[config.mk]
export PLATFORM = sky130hd
export DESIGN_NAME = ttt_move_controller
export DESIGN_NICKNAME = d
export VERILOG_FILES = /design/src/rtl/ttt_move_controller.sv
export SDC_FILE = /design/constraint.sdc
export NUM_CORES = 1
export LEC_CHECK = 0
export BUFFER_PORTS_ARGS = -buffer_cell sky130_fd_sc_hd__buf_2
export CELL_PAD_IN_SITES_DETAIL_PLACEMENT = 0
export CELL_PAD_IN_SITES_GLOBAL_PLACEMENT = 1
export CORE_ASPECT_RATIO = 2
export CORE_UTILIZATION = 25
export DETAILED_ROUTE_END_ITERATION = 12
export GPL_TIMING_DRIVEN = 0
export PLACE_DENSITY_LB_ADDON = 0.1
export SYNTH_ARGS = -nofsm -noshare
export SYNTH_HDL_FRONTEND = slang
export SYNTH_SLANG_ARGS = --single-unit
[constraint.sdc]
create_clock -name clk -period 5.5 [get_ports clk]
set_clock_uncertainty 0.2 [all_clocks]
set_input_delay 1.1 -clock clk [delete_from_list [all_inputs] [get_ports clk]]
set_output_delay 1.1 -clock clk [all_outputs]
set_load 0.005 [all_outputs]
[src/rtl/ttt_move_controller.sv]
// Tic-tac-toe move controller: owns the 3x3 board and validates handshaked moves.
// It alternates players and latches win, draw or forfeit from the external line detector.
module ttt_move_controller #(
    parameter logic [1:0] FIRST_PLAYER  = 2'b01,
    parameter int         FORFEIT_LIMIT = 3
) (
    input  logic       clk,
    input  logic       reset,
    input  logic       new_game,
    input  logic       move_valid,
    input  logic [3:0] move_pos,
    output logic       move_ready,
    output logic       move_ack,
    output logic       move_err,
    output logic [1:0] pos1,
    output logic [1:0] pos2,
    output logic [1:0] pos3,
    output logic [1:0] pos4,
    output logic [1:0] pos5,
    output logic [1:0] pos6,
    output logic [1:0] pos7,
    output logic [1:0] pos8,
    output logic [1:0] pos9,
    input  logic       win_in,
    input  logic [1:0] who_in,
    output logic [1:0] turn,
    output logic [3:0] move_count,
    output logic       game_over,
    output logic [1:0] result,
    output logic       forfeit
);

    localparam logic [3:0] LIMIT = 4'(FORFEIT_LIMIT);

    typedef enum logic [1:0] {PLAY, CHECK, DONE} state_t;

    state_t     state_reg;
    logic [1:0] turn_reg;
    logic [1:0] result_reg;
    logic [3:0] count_reg;
    logic [3:0] err_cnt_reg;
    logic       ack_reg;
    logic       err_reg;
    logic       forfeit_reg;

    logic       restart;
    logic       accept;
    logic       legal;
    logic [8:0] hit;
    logic [8:0] empty;
    logic [1:0] other_mark;
    logic [3:0] err_cnt_next;

    assign restart      = reset | new_game;
    assign accept       = move_valid && (state_reg == PLAY);
    assign legal        = |(hit & empty);
    assign other_mark   = (turn_reg == 2'b01) ? 2'b10 : 2'b01;
    assign err_cnt_next = err_cnt_reg + 4'd1;

    // One register per cell; a cell is written only when it is the addressed, empty target.
    genvar gi;
    generate
        for (gi = 0; gi < 9; gi++) begin : g_cell
            logic [1:0] cell_reg;
            assign hit[gi]   = (move_pos == 4'(gi + 1));
            assign empty[gi] = (cell_reg == 2'b00);
            always_ff @(posedge clk) begin
                if (restart) begin
                    cell_reg <= 2'b00;
                end else if (accept && hit[gi] && empty[gi]) begin
                    cell_reg <= turn_reg;
                end
            end
        end
    endgenerate

    always_ff @(posedge clk) begin
        if (restart) begin
            state_reg   <= PLAY;
            turn_reg    <= FIRST_PLAYER;
            result_reg  <= 2'b00;
            count_reg   <= 4'd0;
            err_cnt_reg <= 4'd0;
            ack_reg     <= 1'b0;
            err_reg     <= 1'b0;
            forfeit_reg <= 1'b0;
        end else begin
            ack_reg <= 1'b0;
            err_reg <= 1'b0;
            case (state_reg)
                PLAY: begin
                    if (accept) begin
                        if (legal) begin
                            ack_reg     <= 1'b1;
                            count_reg   <= (count_reg == 4'd9) ? count_reg : count_reg + 4'd1;
                            err_cnt_reg <= 4'd0;
                            state_reg   <= CHECK;
                        end else begin
                            err_reg     <= 1'b1;
                            err_cnt_reg <= err_cnt_next;
                            if (err_cnt_next >= LIMIT) begin
                                result_reg  <= other_mark;
                                forfeit_reg <= 1'b1;
                                state_reg   <= DONE;
                            end
                        end
                    end
                end
                // The detector already sees the freshly written cell; a win outranks a full board.
                CHECK: begin
                    if (win_in) begin
                        result_reg <= who_in;
                        state_reg  <= DONE;
                    end else if (count_reg == 4'd9) begin
                        result_reg <= 2'b11;
                        state_reg  <= DONE;
                    end else begin
                        turn_reg    <= other_mark;
                        err_cnt_reg <= 4'd0;
                        state_reg   <= PLAY;
                    end
                end
                DONE: begin
                    state_reg <= DONE;
                end
                default: begin
                    state_reg <= PLAY;
                end
            endcase
        end
    end

    assign move_ready = (state_reg == PLAY);
    assign game_over  = (state_reg == DONE);
    assign move_ack   = ack_reg;
    assign move_err   = err_reg;
    assign turn       = turn_reg;
    assign move_count = count_reg;
    assign result     = result_reg;
    assign forfeit    = forfeit_reg;

    assign pos1 = g_cell[0].cell_reg;
    assign pos2 = g_cell[1].cell_reg;
    assign pos3 = g_cell[2].cell_reg;
    assign pos4 = g_cell[3].cell_reg;
    assign pos5 = g_cell[4].cell_reg;
    assign pos6 = g_cell[5].cell_reg;
    assign pos7 = g_cell[6].cell_reg;
    assign pos8 = g_cell[7].cell_reg;
    assign pos9 = g_cell[8].cell_reg;

endmodule
# Word-level counts from Yosys, hierarchy flattened
# Cells that the tools add are included.
# word_totals
ff_bits	35
input_bits	11
# classes
n_addsub	2
order_cmp	1
eq_ne	20
muxes	20
n_bitwise	7
reduce_logical	38
# op_table
op	count
$mux 2	11
$logic_not 2->1	10
$logic_and 1x1->1	19
$eq 4x3->1 const B	4
$mux 4	4
$eq 4x4->1 const B	3
$reduce_and 4->1	3
$and 9x9->9	1
$reduce_or 9->1	1
$add 4x1->4 const B	2
$eq 4x2->1 const B	2
$pmux 4 s2	1
$ne 2x2->1 const B	3
$pmux 2 s3	1
$not 1->1	5
$reduce_and 5->1	1
$eq 2x1->1 const B	2
$eq 4x1->1 const B	1
$ge 4x2->1 const B	1
$ne 2x1->1 const B	2
$pmux 2 s2	1
$ne 3x1->1 const B	1
$ne 3x3->1 const B	1
$reduce_and 3->1	1
other kinds (6)	7

# Logic depth before layout (Yosys ltp)
# Gate-level depths: netlist of the first run.
# depth
ltp_word	6
mapped_depth	8

# Least setup slack after synthesis of the first run
# No wires, ideal clock.
# synth_timing
path_type	input to register
from	in move_pos[3]
to	reg count_reg[3] (netlist: move_count[3])
setup_time_ps	115
arrival_ps	2488
required_ps	5185
setup_slack_ps	2697
path_stages	6
n_path_buf	0
path_cell_list	or2_2 -> nor4_1 -> or4_4 -> nor3_4 -> o31a_2 -> o21a_1
# synth_between
elab_chain_len	4
elab_cells_between_ends	12
classes_between	eq/ne (9); bitwise (1); reduce/logical (2)
# synth_lines
item	line_no	rtl
start: declaration	11	input logic [3:0] move_pos,
$eq 4x1->1 (tied with other cells)	65	assign hit[gi] = (move_pos == 4'(gi + 1));
$and 9x9->9 *	56	assign legal = |(hit & empty);
$reduce_or 9->1 *	56	
$reduce_and 4->1 (no line) *	n/a	
end signal: assignment	95	count_reg <= (count_reg == 4'd9) ? count_reg : count_reg + 4'd1;
end: declaration	40	logic [3:0] count_reg;
# Mark *: on every way between the ends. The rest lies on a longest branch, timed or not.
# A chain may end at the register's enable or synchronous reset.

# Worst setup path in the final report of the first run
# layout_timing
from	in move_pos[3]
to	reg result_reg[1] (netlist: result[1])
# layout_between
elab_chain_len	5
elab_cells_between_ends	13
classes_between	eq/ne (10); bitwise (1); reduce/logical (2)
# layout_lines
item	line_no	rtl
$eq 4x1->1 (tied with other cells)	65	
$and 9x9->9 *	56	
$reduce_or 9->1 *	56	
$ne 2x2->1 (no line) *	n/a	
$reduce_and 5->1 (no line) *	n/a	
end signal: assignment	102	result_reg <= other_mark;
end signal: assignment	112	result_reg <= who_in;
end: declaration	39	logic [1:0] result_reg;
# Marks and branches as above.

==> metrics, run 1 <==
status=complete, but fails checks; failing checks=design-rule violations; first-pass GRT wire length=6.78 mm; Arr. time, crit path=between 2 and 3 ns; Final Cycle Share=0.513; largest net degree at the start of global routing=11; Max IR drop VDD=0.188 mV; P&R area growth vs syn=28.4%; placed inst area=1840 um2; layout cells sized above 1=0.277; met2 wire length=2.28 mm; drt pass-1 iters=8; # clock sinks=35; Hold Vio Cnt, Final=0; wire length per cell=14.0 um; Final Wtd Congestion=about 0.73; Max Clk Rate=0.354 GHz; Mapped Cells=between 150 and 200; most common cell after layout, fill and taps aside=buf_2; r2r startpoint=move_count[1]$_SDFFE_PP0P_; global route total overflow=0; CP Capture Type=flip-flop; initial antenna violation count=0; max-cap violations=0; Post-Syn Nets=197; Post-Route Utilization=0.332; dominant synthesized flop cell=dfxtp_1; hold path cells=2; Seq cells post-synth=35; nets=245; Worst Max-Slew Pin Slew=0.717 ns; ANT nets after route=0; max_slew headroom=0.520; syn avg cell area=around 8.5 um2; clock root buffer master=clkbuf_16; Die ar.=6550 um2; leakage power=a little under 0.9 nW; # rows=40; hold_sp=result[0]$_SDFFE_PP0P_; Die Width=57.7 um; register-to-register setup slack=3.37 ns; total CTS buffers=5; mapped cell area=1550 um2; Core Region=6010 um2; Synth cell types=39; Post-Layout Cell Count=294; Layout fillers=677; Top Metal Used=met4; Worst Hold End=result[0]$_SDFFE_PP0P_; # diodes=0; Finished Cell Area=1990 um2; HPWL after DPL=3.20 mm; Ys Warns=0; RR Endpoint=err_cnt_reg[2]$_SDFFE_PP0P_; Final min period=between 2 and 3 ns; crit-path max FO=10; initial core utilization=0.259; metal3 WL=approximately 200 um; setup_tns=0 ns; postcts setup bufs=0; Vias=1421; Post-synth EDFFs=0; clock slew at reported path FFs=approximately 0.050 ns; CTS hold repair buffers=0; Slew Limit Fails=0; worst hold path class=flip-flop to flip-flop; H-tree depth=2; CP Launch Type=input port; Data required, critical path=5.46 ns; M1 wire length=1.56 mm; FFs w/ async S/R, synth=0; Vias/cell=4.83; 1st-iter DRT viols=31; Resized cells post-CTS=0; Place WS=around 2.4 ns; final setup vio count=0; CTS tree=yes; register area share after synthesis=0.451; placed cells=between 200 and 300; number of I/O pins=between 40 and 50; Buffers on Ports=41; CTS max path bufs=2; RSZ-0062 raised after global routing=no; vias in the first global route=1391; latest clock arrival within the worst-skew pair=0.28 ns; DRT Wirelength=4.13 mm; worst reg2reg path depth=7; DRC violation count after routing=5; P per Cell Area=between 300 and 400 nW/um2; Vert. Die Dim=113 um; GRT Overall Usage=0.139; Setup CP Type=input port to flip-flop; Final WS setup=2.68 ns; most frequent cells in the layout=buf_2, dfxtp_1, nor2_1
[how the worst max path moves through the flow]
| stage | start | end | slack, ns | cells past startpoint |
|---|---|---|---|---|
| finish | move_pos[3] | result[1]$_SDFFE_PP0P_ | 2.68 | 8 |
| global route | move_pos[3] | move_count[3]$_SDFFE_PP0P_ | 2.48 | 8 |
| CTS | move_pos[3] | result[1]$_SDFFE_PP0P_ | 2.66 | 8 |
| detailed placement | move_pos[3] | result[1]$_SDFFE_PP0P_ | 2.37 | 8 |
| global placement | move_pos[3] | result[0]$_SDFFE_PP0P_ | 2.34 | 8 |
| floorplan | move_pos[3] | move_count[3]$_SDFFE_PP0P_ | 2.70 | 6 |
[metal layers]
layer	track usage	vias to the layer above
li1	-	737
met1	0.134	640
met2	0.262	38
met3	0.0351	6
met4	0.0698	0
met5	0	-
[synthesized netlist by cell type, types with 2 or more instances]
cell type / instances / area, um2
a31oi_1: 2 / 12.5
ha_1: 4 / 50.1
or3_1: 2 / 12.5
nand3_1: 3 / 15.0
nor4_1: 9 / 56.3
mux2i_1: 3 / 30.0
nand2b_1: 2 / 12.5
or2b_1: 2 / 15.0
o21ai_0: 6 / 30.0
dfxtp_1: 35 / 701
xor2_1: 2 / 17.5
clkbuf_1: 6 / 22.5
nand2b_2: 2 / 17.5
o311ai_0: 2 / 17.5
nand2_1: 15 / 56.3
a21oi_1: 22 / 110
inv_1: 5 / 18.8
nor3_1: 4 / 20.0
o21a_1: 2 / 15.0
or2_2: 5 / 31.3
nor2_1: 31 / 116
[critical path, stage by stage]
cell	delay, ns
buf_2	0.09
nand2b_2	0.17
nor4_1	0.10
or4_4	0.55
nor3_4	0.33
buf_6	0.20
a31oi_4	0.10
mux2i_1	0.13
[layout make-up]
class / instances / area (um2) / area share
plain buffers: 7 / 33.8 / 0.0169
repair buffers: 41 / 205 / 0.103
multi-input cells: 134 / 796 / 0.399
flip-flops and latches: 35 / 701 / 0.352
inverters: 6 / 22.5 / 0.0113
well taps: 63 / 78.8 / 0.0395
clock buffers: 8 / 156 / 0.0785
[logic make-up after synthesis]
group	Yosys count	share of synthesized area
buffers and inverters	13	0.0363
and+or+nand+nor	85	0.287
muxes	3	0.0193
xor gates and xnor gates	2	0.0113
adders and majority gates	4	0.0322
AOI/OAI and AO/OA	40	0.163
DFF	35	0.451
[power by group]
part,switching (mW),internal (mW)
combinational,0.0306,0.0183
sequential,0.00245,0.256
clock,0.104,0.193
[stage by stage]
stage / hold slack (ns) / power (mW)
floorplan: 0.255 / 0.296
global placement: 0.245 / 0.315
detailed placement: 0.251 / 0.314
CTS: 0.259 / 0.617
global route: 0.285 / 0.632
finish: 0.253 / 0.604
(Power assumes the default switching activity.)
==> inputs of run 2 (changes only) <==
ABC_AREA = 1   (was not set)
clock period = 2.8 ns   (was 5.5 ns; I/O delays follow)
==> run 2 against run 1 <==
  * The run now ends clean
  * Utilization shrank 0.21 points
  * Total power grew 100%
  * Critical path type unchanged
  * Sequential power grew 97%
  * Critical path depth grew 2
==> metrics, run 2 <==
area of the multi-input gates=873 um2 (+9.7%); Vert. Die Dim=120 um (+5.4%); Resized cells post-CTS=0 (unchanged); total power=1.22 mW (+100%); ANT nets after route=0 (unchanged); total CTS buffers=5 (unchanged); number of I/O pins=42 (unchanged); # clock sinks=35 (unchanged); Mapped Cells=221 (+21%); Final min period=between 1.5 and 2 ns; first-pass GRT wire length=7.65 mm (+13%); Reg area=701 um2 (unchanged); H-tree depth=2 (unchanged); largest net degree at the start of global routing=11 (unchanged); # diodes=0 (unchanged); CTS max path bufs=2 (unchanged); Vias/cell=4.37 (-9.7%); P per Cell Area=554 nW/um2 (+83%); crit-path max FO=8 (-2); clock root buffer master=clkbuf_16; Final Cycle Share=0.664; RSZ-0062 raised after global routing=no; Setup CP Type=input port to flip-flop; Worst Max-Slew Pin Slew=0.559 ns (-0.157 ns); most frequent cells in the layout=buf_2, dfxtp_1, nand2_1; max_slew headroom=0.627 (+0.107); clock slew at reported path FFs=0.06 ns (about the same); # rows=42 (+5.0%); max-cap violations=0 (unchanged); cell accounting for the most synthesized area=dfxtp_1; latest clock arrival within the worst-skew pair=0.28 ns (about the same); status=finished clean; Final Wtd Congestion=0.739 (+1.2%); mapped cell area=1730 um2 (+11%); syn avg cell area=7.82 um2 (-8.3%); final setup vio count=0 (unchanged); Max IR drop VDD=0.232 mV (+24%); worst hold path class=flip-flop to flip-flop; Die ar.=7270 um2 (+11%); Buffers on Ports=41 (unchanged); initial core utilization=0.259 (+0.000551); layout cells sized above 1=0.274 (-0.00298); Hold Vio Cnt, Final=0 (unchanged); DRC violation count after routing=0 (-5); Data required, critical path=2.81 ns (-2.65 ns); Ys Warns=0 (unchanged); Post-Syn Nets=236 (+20%); DRT Wirelength=4.74 mm (+15%); CP Capture Type=flip-flop; most frequent cell after synthesis=dfxtp_1; Die Width=60.8 um (+5.3%); global route total overflow=0 (unchanged); Seq cells post-synth=35 (unchanged); Core Region=6670 um2 (+11%); Synth top area share=0.405 (-0.0460); Post-synth EDFFs=0 (unchanged); Arr. time, crit path=1.87 ns (-0.91 ns); GRT Overall Usage=0.149 (+0.0102); dominant synthesized flop cell=dfxtp_1; nets=284 (+16%); drt pass-1 iters=4 (-4); CP Launch Type=input port; most common cell after layout, fill and taps aside=buf_2; Layout fillers=766 (+13%); postcts setup bufs=0 (unchanged); Max Clk Rate=~0.54 GHz; Synth cell types=30 (-23%); vias in the first global route=1552 (+12%); FFs w/ async S/R, synth=0 (unchanged); CTS tree=yes; commonest cells in the netlist=dfxtp_1, nand2_1, inv_1; leakage power=1.01 nW (+17%); CTS hold repair buffers=0 (unchanged); final hold slack=0.273 ns (+0.0198 ns); Area contributors post-synth=dfxtp_1, nand2_1, inv_1; initial antenna violation count=0 (unchanged); setup_tns=0 ns (unchanged); HPWL after DPL=3.77 mm (+18%); P&R area growth vs syn=27.3%; register area share after synthesis=0.405 (-0.0460); Slew Limit Fails=0 (unchanged); Vias=1563 (+10%); wire length per cell=13.2 um (-5.6%); 1st-iter DRT viols=30 (-3.2%)
==> run 2: power breakdown <==
| group | internal (mW) | leakage (nW) | switching, mW | total (mW) |
|---|---|---|---|---|
| clock | 0.379 | 0.0772 | 0.213 | 0.592 |
| combinational | 0.0387 | 0.654 | 0.0807 | 0.119 |
| sequential | 0.504 | 0.282 | 0.00509 | 0.509 |
==> run 2: kinds of logic after synthesis <==
logic type / after synthesis / share of synthesized area
simple gates: 104 / 0.323
buf+inv: 38 / 0.0897
fa+ha+maj: 4 / 0.0289
compound gates: 36 / 0.132
xor+xnor: 4 / 0.0203
flops: 35 / 0.405
==> run 2: stage by stage <==
stage,utilization,cells,cell area [um2],worst slack (ns)
after global placement,0.306,350,2040,0.616
after global routing,0.330,358,2200,0.763
after detailed placement,0.306,350,2040,0.610
after floorplan,-,221,1730,1.12
after CTS,0.330,358,2200,0.902
final,0.330,358,2200,0.942
==> run 2: final timing paths <==
path / from / end / slack (ns) / cells after the start
max: move_pos[3] / move_count[1]$_SDFFE_PP0P_ / 0.94 / 10
min: pos8[1]$_SDFFE_PP0P_ / pos8[1]$_SDFFE_PP0P_ / 0.27 / 2
max reg2reg: move_count[1]$_SDFFE_PP0P_ / err_cnt_reg[2]$_SDFFE_PP0P_ / 0.95 / 10
min reg2reg: pos8[1]$_SDFFE_PP0P_ / pos8[1]$_SDFFE_PP0P_ / 0.27 / 2
==> run 2: routing by layer <==
metal | part of all wire | wire, um | GRT usage
met1 | 0.36 | 1680 | 0.133
met2 | 0.58 | 2770 | 0.286
met4 | 0.027 | 127 | 0.0810
met5 | 0 | 0 | 0
met3 | 0.033 | 155 | 0.0313
==> run 2: worst max-delay path: stages <==
cell,delay [ns]
buf_2,0.11
nor2_1,0.29
nand3_1,0.24
nand2_1,0.13
nor2_2,0.05
nand3_4,0.15
nand2_2,0.07
inv_2,0.06
nand3_1,0.07
a21oi_1,0.12
==> run 2: area by class of cell <==
cell class | instances | area share
repair buffers | 41 | 0.0932
inverters | 34 | 0.0603
well taps | 88 | 0.0500
plain buffers | 4 | 0.0102
flip-flops and latches | 35 | 0.318
clock buffers | 8 | 0.0711
multi-input cells | 148 | 0.397
